[src/rtl/alu_instr_sequencer_pkg.sv]
// rtl/alu_instr_sequencer_pkg.sv - shared states, opcodes and bus/enable indices for the ALU sequencer
package alu_instr_sequencer_pkg;

    typedef enum logic [2:0] {
        IDLE = 3'd0,
        T0   = 3'd1,
        T1   = 3'd2,
        T2   = 3'd3,
        T3   = 3'd4,
        T4   = 3'd5,
        T5   = 3'd6,
        T6   = 3'd7
    } state_t;

    // Instruction field positions
    localparam int OPC_HI  = 31;
    localparam int OPC_LO  = 27;
    localparam int RA_HI   = 26;
    localparam int RA_LO   = 23;
    localparam int RB_HI   = 22;
    localparam int RB_LO   = 19;
    localparam int RC_HI   = 18;
    localparam int RC_LO   = 15;
    localparam int OPC_W   = 5;
    localparam int FIELD_W = 4;

    localparam logic [OPC_W-1:0] OP_SHR = 5'd7;
    localparam logic [OPC_W-1:0] OP_MUL = 5'd15;
    localparam logic [OPC_W-1:0] OP_DIV = 5'd16;

    // ALU set: add..rol (3..11) and mul, div, neg, not (15..18)
    localparam logic [31:0] ALU_LEGAL_MASK = 32'h0007_8FF8;

    localparam int SEL_ZHI = 18;
    localparam int SEL_ZLO = 19;
    localparam int SEL_PC  = 20;
    localparam int SEL_MDR = 21;

    localparam int EN_HI  = 16;
    localparam int EN_LO  = 17;
    localparam int EN_PC  = 20;
    localparam int EN_MDR = 21;
    localparam int EN_IR  = 23;
    localparam int EN_Z   = 24;
    localparam int EN_MAR = 25;
    localparam int EN_Y   = 27;

    function automatic logic is_alu_legal(input logic [OPC_W-1:0] opc);
        return ALU_LEGAL_MASK[opc];
    endfunction

endpackage

[src/rtl/alu_instr_sequencer_decode.sv]
// rtl/alu_instr_sequencer_decode.sv - combinational instruction field decoder
module alu_instr_decode
    import alu_instr_sequencer_pkg::*;
#(
    parameter int DATA_W = 32,
    parameter int OP_W   = 5
) (
    input  logic [DATA_W-1:0]  ir,
    output logic               legal,
    output logic               is_muldiv,
    output logic [FIELD_W-1:0] ra,
    output logic [FIELD_W-1:0] rb,
    output logic [FIELD_W-1:0] rc,
    output logic [OP_W-1:0]    op
);

    logic [OPC_W-1:0] opc;
    logic             unused_ir_low;

    assign opc       = ir[OPC_HI:OPC_LO];
    assign ra        = ir[RA_HI:RA_LO];
    assign rb        = ir[RB_HI:RB_LO];
    assign rc        = ir[RC_HI:RC_LO];
    assign legal     = is_alu_legal(opc);
    assign is_muldiv = (opc == OP_MUL) || (opc == OP_DIV);
    assign op        = OP_W'(opc);

    // Immediate/constant bits below Rc are not used by the ALU sequence
    assign unused_ir_low = ^ir[RC_LO-1:0];

endmodule

[src/rtl/alu_instr_sequencer.sv]
// rtl/alu_instr_sequencer.sv - fetch/execute control sequencer for register-register ALU instructions
module alu_instr_sequencer
    import alu_instr_sequencer_pkg::*;
#(
    parameter int DATA_W = 32,
    parameter int SEL_W  = 5,
    parameter int EN_W   = 32,
    parameter int OP_W   = 5
) (
    input  logic              clk,
    input  logic              clr,
    input  logic              start,
    input  logic              mem_ready,
    input  logic [DATA_W-1:0] ir,
    output logic [SEL_W-1:0]  bus_sel,
    output logic              bus_sel_vld,
    output logic [EN_W-1:0]   en,
    output logic              inc_pc,
    output logic              md_read,
    output logic [OP_W-1:0]   alu_op,
    output logic              busy,
    output logic              done,
    output logic              err
);

    state_t state, state_nxt;

    logic               dec_legal;
    logic               dec_muldiv;
    logic [FIELD_W-1:0] dec_ra;
    logic [FIELD_W-1:0] dec_rb;
    logic [FIELD_W-1:0] dec_rc;
    logic [OP_W-1:0]    dec_op;

    logic [FIELD_W-1:0] ra_q;
    logic [FIELD_W-1:0] rc_q;
    logic [OP_W-1:0]    op_q;
    logic               muldiv_q;
    logic               err_q;

    alu_instr_decode #(
        .DATA_W (DATA_W),
        .OP_W   (OP_W)
    ) u_decode (
        .ir        (ir),
        .legal     (dec_legal),
        .is_muldiv (dec_muldiv),
        .ra        (dec_ra),
        .rb        (dec_rb),
        .rc        (dec_rc),
        .op        (dec_op)
    );

    always_ff @(posedge clk or posedge clr) begin
        if (clr) begin
            state <= IDLE;
        end else begin
            state <= state_nxt;
        end
    end

    // Fields are captured as T3 is left so ir is free to change during T4..T6
    always_ff @(posedge clk or posedge clr) begin
        if (clr) begin
            ra_q     <= '0;
            rc_q     <= '0;
            op_q     <= '0;
            muldiv_q <= 1'b0;
            err_q    <= 1'b0;
        end else begin
            err_q <= (state == T3) && !dec_legal;
            if (state == T3) begin
                ra_q     <= dec_ra;
                rc_q     <= dec_rc;
                op_q     <= dec_op;
                muldiv_q <= dec_muldiv;
            end
        end
    end

    always_comb begin
        state_nxt = state;
        case (state)
            IDLE:    if (start) state_nxt = T0;
            T0:      state_nxt = T1;
            T1:      if (mem_ready) state_nxt = T2;
            T2:      state_nxt = T3;
            T3:      state_nxt = dec_legal ? T4 : IDLE;
            T4:      state_nxt = T5;
            T5:      state_nxt = muldiv_q ? T6 : IDLE;
            T6:      state_nxt = IDLE;
            default: state_nxt = IDLE;
        endcase
    end

    always_comb begin
        bus_sel     = '0;
        bus_sel_vld = 1'b0;
        en          = '0;
        inc_pc      = 1'b0;
        md_read     = 1'b0;
        alu_op      = '0;
        done        = 1'b0;
        busy        = (state != IDLE);
        err         = err_q;
        case (state)
            T0: begin
                bus_sel     = SEL_W'(SEL_PC);
                bus_sel_vld = 1'b1;
                en[EN_MAR]  = 1'b1;
                en[EN_PC]   = 1'b1;
                inc_pc      = 1'b1;
            end
            T1: begin
                md_read    = 1'b1;
                en[EN_MDR] = 1'b1;
            end
            T2: begin
                bus_sel     = SEL_W'(SEL_MDR);
                bus_sel_vld = 1'b1;
                en[EN_IR]   = 1'b1;
            end
            T3: begin
                bus_sel     = SEL_W'(dec_rb);
                bus_sel_vld = 1'b1;
                en[EN_Y]    = 1'b1;
            end
            T4: begin
                bus_sel     = SEL_W'(rc_q);
                bus_sel_vld = 1'b1;
                en[EN_Z]    = 1'b1;
                alu_op      = op_q;
            end
            T5: begin
                bus_sel     = SEL_W'(SEL_ZLO);
                bus_sel_vld = 1'b1;
                if (muldiv_q) begin
                    en[EN_LO] = 1'b1;
                end else begin
                    en   = EN_W'(1) << ra_q;
                    done = 1'b1;
                end
            end
            T6: begin
                bus_sel     = SEL_W'(SEL_ZHI);
                bus_sel_vld = 1'b1;
                en[EN_HI]   = 1'b1;
                done        = 1'b1;
            end
            default: begin
            end
        endcase
    end

endmodule

[config.mk]
export PLATFORM = sky130hd
export DESIGN_NAME = alu_instr_sequencer
export DESIGN_NICKNAME = d
export VERILOG_FILES = /design/src/rtl/alu_instr_sequencer_pkg.sv /design/src/rtl/alu_instr_sequencer_decode.sv /design/src/rtl/alu_instr_sequencer.sv
export SDC_FILE = /design/constraint.sdc
export NUM_CORES = 1
export LEC_CHECK = 0
export CAP_MARGIN = 20
export CORE_MARGIN = 2
export CORE_UTILIZATION = 32
export CTS_CLUSTER_SIZE = 28
export DETAILED_ROUTE_END_ITERATION = 16
export PLACE_DENSITY = 0.87
export SLEW_MARGIN = 20
export SYNTH_ARGS = -nofsm -noshare
export SYNTH_HDL_FRONTEND = slang
export SYNTH_SLANG_ARGS = --single-unit
[constraint.sdc]
create_clock -name clk -period 1.3 [get_ports clk]
set_input_delay 0.26 -clock clk [delete_from_list [all_inputs] [get_ports clk]]
set_output_delay 0.26 -clock clk [all_outputs]
set_load 0.05 [all_outputs]
## Yosys cells after proc, flatten, opt, wreduce, memory -nomap -nowiden

Memories as Yosys holds them, arrays and structs flattened.
Cells that the tools add are included.

| word-level totals | value |
|---|---|
| memories kept | 1 |
| bits in registers | 18 |
| logic and storage cells | 55 |
| bits in read-only memories | 32 |
| output and inout bits | 48 |
| input bits | 36 |

| cells by class | value |
|---|---|
| order comparisons | 1 |
| equal/unequal tests | 11 |
| reductions and logical operators | 7 |
| shift operators | 1 |
| multiplexer cells | 28 |

Memories:

| memory | depth | bits a word | read ports | clocked after memory_dff | wr ports | line | RTL |
|---|---|---|---|---|---|---|---|
| (no name shown) | 32 | 1 | 1 | 0 | 0 | alu_instr_sequencer_pkg.sv:49 | `return ALU_LEGAL_MASK[opc];` |

Operator list:

| kind | number |
|---|---|
| $shl 1x4->32 const A | 1 |
| $pmux 5 s6 | 1 |
| $pmux 3 s8 | 1 |
| $mux 17 | 1 |
| $mux 16 | 1 |
| $pmux 1 s2 | 8 |
| $mux 3 | 5 |
| $mux 14 | 1 |
| $eq 3x3->1 const B | 4 |
| $mux 1 | 8 |
| $eq 3x2->1 const B | 2 |
| $lt 5x6->1 const B | 1 |
| $reduce_or 6->1 | 1 |
| $eq 5x4->1 const B | 1 |
| $eq 5x5->1 const B | 1 |
| $mux 5 | 1 |
| $mux 4 | 1 |
| $ne 2x2->1 const B | 2 |
| $eq 3x1->1 const B | 1 |
| $logic_not 3->1 | 1 |
| $reduce_bool 3->1 | 1 |
| $reduce_and 2->1 | 1 |
| $logic_and 1x1->1 | 1 |
| $logic_not 1->1 | 1 |
| $logic_or 1x1->1 | 1 |

## Logic depth before layout (Yosys ltp)

| depth | value |
|---|---|
| depth in word-level cells | 4 |
| mapped depth | 5 |
| gate-level depth less buffers | 4 |

## Modules after synthesis

Synthesis repeated with hierarchy kept, for this count alone.

| unflattened totals | value |
|---|---|
| cell total of the unflattened synthesis | 145 |
| area, all modules | 1,368.8 um2 |

By module, submodules not included:

| module | instances | seq. area each (um2) | cells each | area each (um2) |
|---|---|---|---|---|
| alu_instr_sequencer | 1 | 450.4 | 117 | 1,181.1 |
| alu_instr_decode | 1 | 0.0 | 28 | 187.7 |

## Worst setup path after synthesis

No wires, ideal clock.

| path | value |
|---|---|
| kind | register to output |
| from | register state[0] |
| to | output en[21] |
| cell stages (with the launch flop) | 5 |
| slack | -1.005 ns |
| path buffers | 2 |
| data required time | 1.040 ns |
| arrival time | 2.045 ns |
| cell sequence | dfrtp_1 buf_4 or2_2 nor2_1 buf_4 |

| between the ends | value |
|---|---|
| longest elaborated chain between the ends | 2 |
| elaborated cells on any way between the ends | 3 |
| classes of those cells | eq/ne (2); mux (1) |

Ends and longest elaborated chain:

| item | line | RTL |
|---|---|---|
| start, declared | alu_instr_sequencer.sv:26 | `state_t state, state_nxt;` |
| start signal, assigned | alu_instr_sequencer.sv:58 | `state <= state_nxt;` |
| $eq 3x3->1 or $eq 3x2->1 (tied branches) | alu_instr_sequencer.sv:106 | `case (state)` |
| $pmux 1 s2 * | alu_instr_sequencer.sv:106 |  |
| end, declared | alu_instr_sequencer.sv:17 | `output logic [EN_W-1:0] en,` |

Every way passes the cells marked *; elsewhere a longest branch is shown, timed or not.

## Worst setup path in the final report

| path | value |
|---|---|
| from | register state[0] |
| to | output en[13] |

| between the ends | value |
|---|---|
| longest elaborated chain between the ends | 2 |

Ends and longest elaborated chain:

| item | line |
|---|---|
| $eq 3x3->1 | alu_instr_sequencer.sv:106 |
| $mux 16 | alu_instr_sequencer.sv:106 |

Every way passes these cells.

==> flow_summary_export.csv <==
group,metric,value,unit
job,timing.max_cap.violations,0,
setup_path,critical_path_buf_inv_count,2,
yosys,synth_area_per_inst,9.370,um^2
detailed_routing,route.detailed.wl_per_inst,17.18,um
placed_design,globalplace.congestion,0.7815,
detailed_routing,drt_pass1_iterations,4,
timing,final_setup_vio_count,56,
setup_path,critPathMaxStageDelay,0.42,ns
yosys,yosysMostFrequentCell,"sky130_fd_sc_hd__nor2_1",
setup_path,cp_cell_sequence,"nand2b_4 > nor3b_4 > nand3_4 > buf_4 > nor2_4 > buf_12",
clock_tree,cts.clk_slew.worst_paths,0.09,ns
clock_tree,cts_hold_buf,0,
global_routing,grt_start_max_net_pins,19,
global_routing,first_pass_grt_wire_length,8010,um
yosys,yosys_cell_types,35,
yosys,synth_warnings,0,
yosys,synth_top_area_share,36.14,%
power,finalPower,7282,uW
power,cellLeakagePower,0.001364,uW
global_routing,antenna_found_initial,0,
yosys,synth.cell_area,1246,um^2
setup_path,worst_path_max_delay_cell,"sky130_fd_sc_hd__dfrtp_1",
yosys,yosysSeqAreaShare,36.14,%
status,violations_in_the_final_reports,"setup timing",
die,initial_core_util,33.54,%
detailed_routing,routed_via_density,4.754,
detailed_routing,routed_wirelength,5033,um
die,dieHeight,66.41,um
placed_design,buffer_ports.inserted,60,
final_layout,flow.area_growth_from_synthesis,153.8,%
clock_tree,tritoncts_buffers,3,
setup_path,crit_arrival,1.71,ns
final_layout,final_layout_size_suffix_gt1_share,70.20,%
yosys,synth_edf_count,0,
yosys,synth_area_leader_cell,"sky130_fd_sc_hd__dfrtp_1",
die,floorplan.io_pins,84,
yosys,synth_cells,133,
timing,worst_hold_slack,0.3158,ns
timing,report.final.hold_viol_count,0,
setup_path,critical_path_class,"reg -> out",
final_layout,fillerInstances,178,
timing,timing_max_transition_violations_final,0,
power,p_int,4050,uW
detailed_routing,ant_nets,0,
die,core_area,3716,um^2
placed_design,placed_cells,266,
detailed_routing,initialDrtViolationCount,52,
timing,finalCritPeriodShare,151.7,%
yosys,synth_ff_type,"sky130_fd_sc_hd__dfrtp_1",
power,p_clk_share,6.7,%
final_layout,final_nets,282,
die,fp.dieW,66.41,um
placed_design,dp_slack,-0.3050,ns
timing,post-route-worst-setup-slack,-0.6719,ns
detailed_routing,drc,0,
setup_path,cell_family_with_most_cp_delay,"simple AND/OR/NAND/NOR gates",
clock_tree,clk_path_buf_depth,2,
global_routing,gr-usage-all-layers,24.55,%
status,outcome,"finished, violations left",
power,p_sw,3232,uW
placed_design,post-dp-hpwl,3093,um
clock_tree,clockRootBuffer,"sky130_fd_sc_hd__clkbuf_8",
hold_path,hp-class,"in -> async",
timing,fin_worst_skew,0.01531,ns
setup_path,crit_path_end_kind,"primary output",
clock_tree,cts_tree,"built",
power,comb_power_share,77.7,%
die,design.die.area,4410,um^2
timing,setup_repair_after_global_routing_missed_its_margin,"yes",
power,irDropWorstVdd,1640,uV
global_routing,globalRoute.totalOverflow,0,
final_layout,regArea,452.9,um^2
die,core.rowCount,22,
setup_path,crit_path_max_fanout,4,
detailed_routing,vias,1393,
power,switching_share,44.38,%
setup_path,cp.required,1.04,ns
yosys,synth.ff_latch_count,18,
clock_tree,cts-htree-levels,1,
final_layout,antenna-diode-count,0,
final_layout,multi_input_gate_area_in_the_final_layout,985.9,um^2
power,ratio_of_total_power_to_cell_area,2302,nW/um^2
clock_tree,clkSinkCount,18,
yosys,asyncSetResetFlopFracSynth,100.0,%
global_routing,first_global_vias,1537,
clock_tree,clkLatencyLatePin,0.27,ns
yosys,post_synth_main_area_contributors,"sky130_fd_sc_hd__dfrtp_1 36%, sky130_fd_sc_hd__mux2_4 16%, sky130_fd_sc_hd__buf_4 7.8%",
power,seq_power_share,15.6,%
setup_path,worst_setup_path_start_kind,"flop",
yosys,ys_top_cells_by_count,"19 x sky130_fd_sc_hd__nor2_1, 18 x sky130_fd_sc_hd__dfrtp_1, 13 x sky130_fd_sc_hd__buf_4, 13 x sky130_fd_sc_hd__mux2_4, 11 x sky130_fd_sc_hd__nand2_1",
timing,fmax_achieved,507.1,MHz
timing,min_period,1.972,ns
final_layout,fin_cells,293,
[worst min-delay path: stages]
cell and delay, ns:
sky130_fd_sc_hd__clkdlybuf4s50_1 0.40, sky130_fd_sc_hd__inv_1 0.05, sky130_fd_sc_hd__buf_4 0.26
[worst paths after layout]
kind                           from       end  slack, ns  cells past startpoint
max reg2reg                state[0]   op_q[1]      -0.61                      8
max in group asynchronous       clr   op_q[2]       0.76                      3
max                        state[0]    en[13]      -0.67                      6
min reg2reg                 rc_q[2]   rc_q[2]       0.52                      1
min                             clr  state[1]       0.32                      3
min in group clk            rc_q[2]   rc_q[2]       0.52                      1
[logic make-up (layout without fill, tap and decap cells)]
| group | Yosys count | in the layout | synth area share (%) |
|---|---|---|---|
| flip-flops | 18 | 18 | 36.14 |
| AND/OR/NAND/NOR | 61 | 61 | 26.21 |
| multiplexers | 15 | 15 | 17.27 |
| AO/OA/AOI/OAI | 16 | 16 | 7.932 |
| other | 1 | 8 | 0.3009 |
| buffers and inverters | 22 | 127 | 12.15 |
[state kept, by name, summed over array words and instances (netlist names)]
signal and cells:
err 1, ra_q 4, op_q 5, state 3, rc_q 4, muldiv_q 1
[timing repair]
| item | 4_1_cts | 5_1_grt |
|---|---|---|
| cloned | 2 | 0 |
| pin swaps | 10 | 5 |
| resized for setup | 45 | 3 |
| endpoints found under the setup margin | 55 | 56 |
| buffers inserted | 16 | 5 |
[power by group through the flow]
stage               Clock (uW)  Combinational [uW]  Sequential (uW)
floorplan                    0                2790             1170
global placement             0                4570             1080
detailed placement           0                4670             1100
CTS                        463                5530             1100
global route               523                5870             1160
finish                     486                5660             1140
[cells in the final DEF (no fill, tap or decap), drive strengths merged]
master,count
buf,96
clkdlybuf4s50,20
nor2,19
dfrtp,18
mux2,13
nand2,11
conb,8
and2,7
nor3,6
nor2b,5
o21ai,5
clkbuf,4
inv,4
a21oi,4
nand2b,4
a21boi,3
and3,2
nand3,2
bufbuf,2
mux2i,2
o22a,1
clkinvlp,1
a211oi,1
or2,1
nor3b,1
or3,1
a22o,1
nand3b,1
nand4,1
a31oi,1
[stage by stage]
stage / TNS (ns) / util [%] / cell area, um^2
floorplan: -6.874 / - / 1560
global placement: -8.199 / 73.03 / 2714
CTS: -22.64 / 83.80 / 3114
finish: -28.50 / 85.12 / 3163
global route: -31.05 / 85.12 / 3163
detailed placement: -10.06 / 73.03 / 2714
[metal layers]
metal  up-vias  share of wire (%)  global-route usage, %  wire length, um
li1        650                  -                      -                -
met1       674                 38                  27.68             1893
met2        60                 55                  46.88             2793
met3         9                4.8                  4.429              244
met4         0                2.0                  6.122              102
met5         -                  0                      0                0
[layout make-up]
class,instances,share of cell area [%]
clock buffers,4,1.741
multi-input cells,100,31.17
flip-flops and latches,18,14.32
repair buffers,118,50.08
inverters,5,0.7911
well taps,48,1.899
Note: power is estimated with default switching activity, not from simulation.
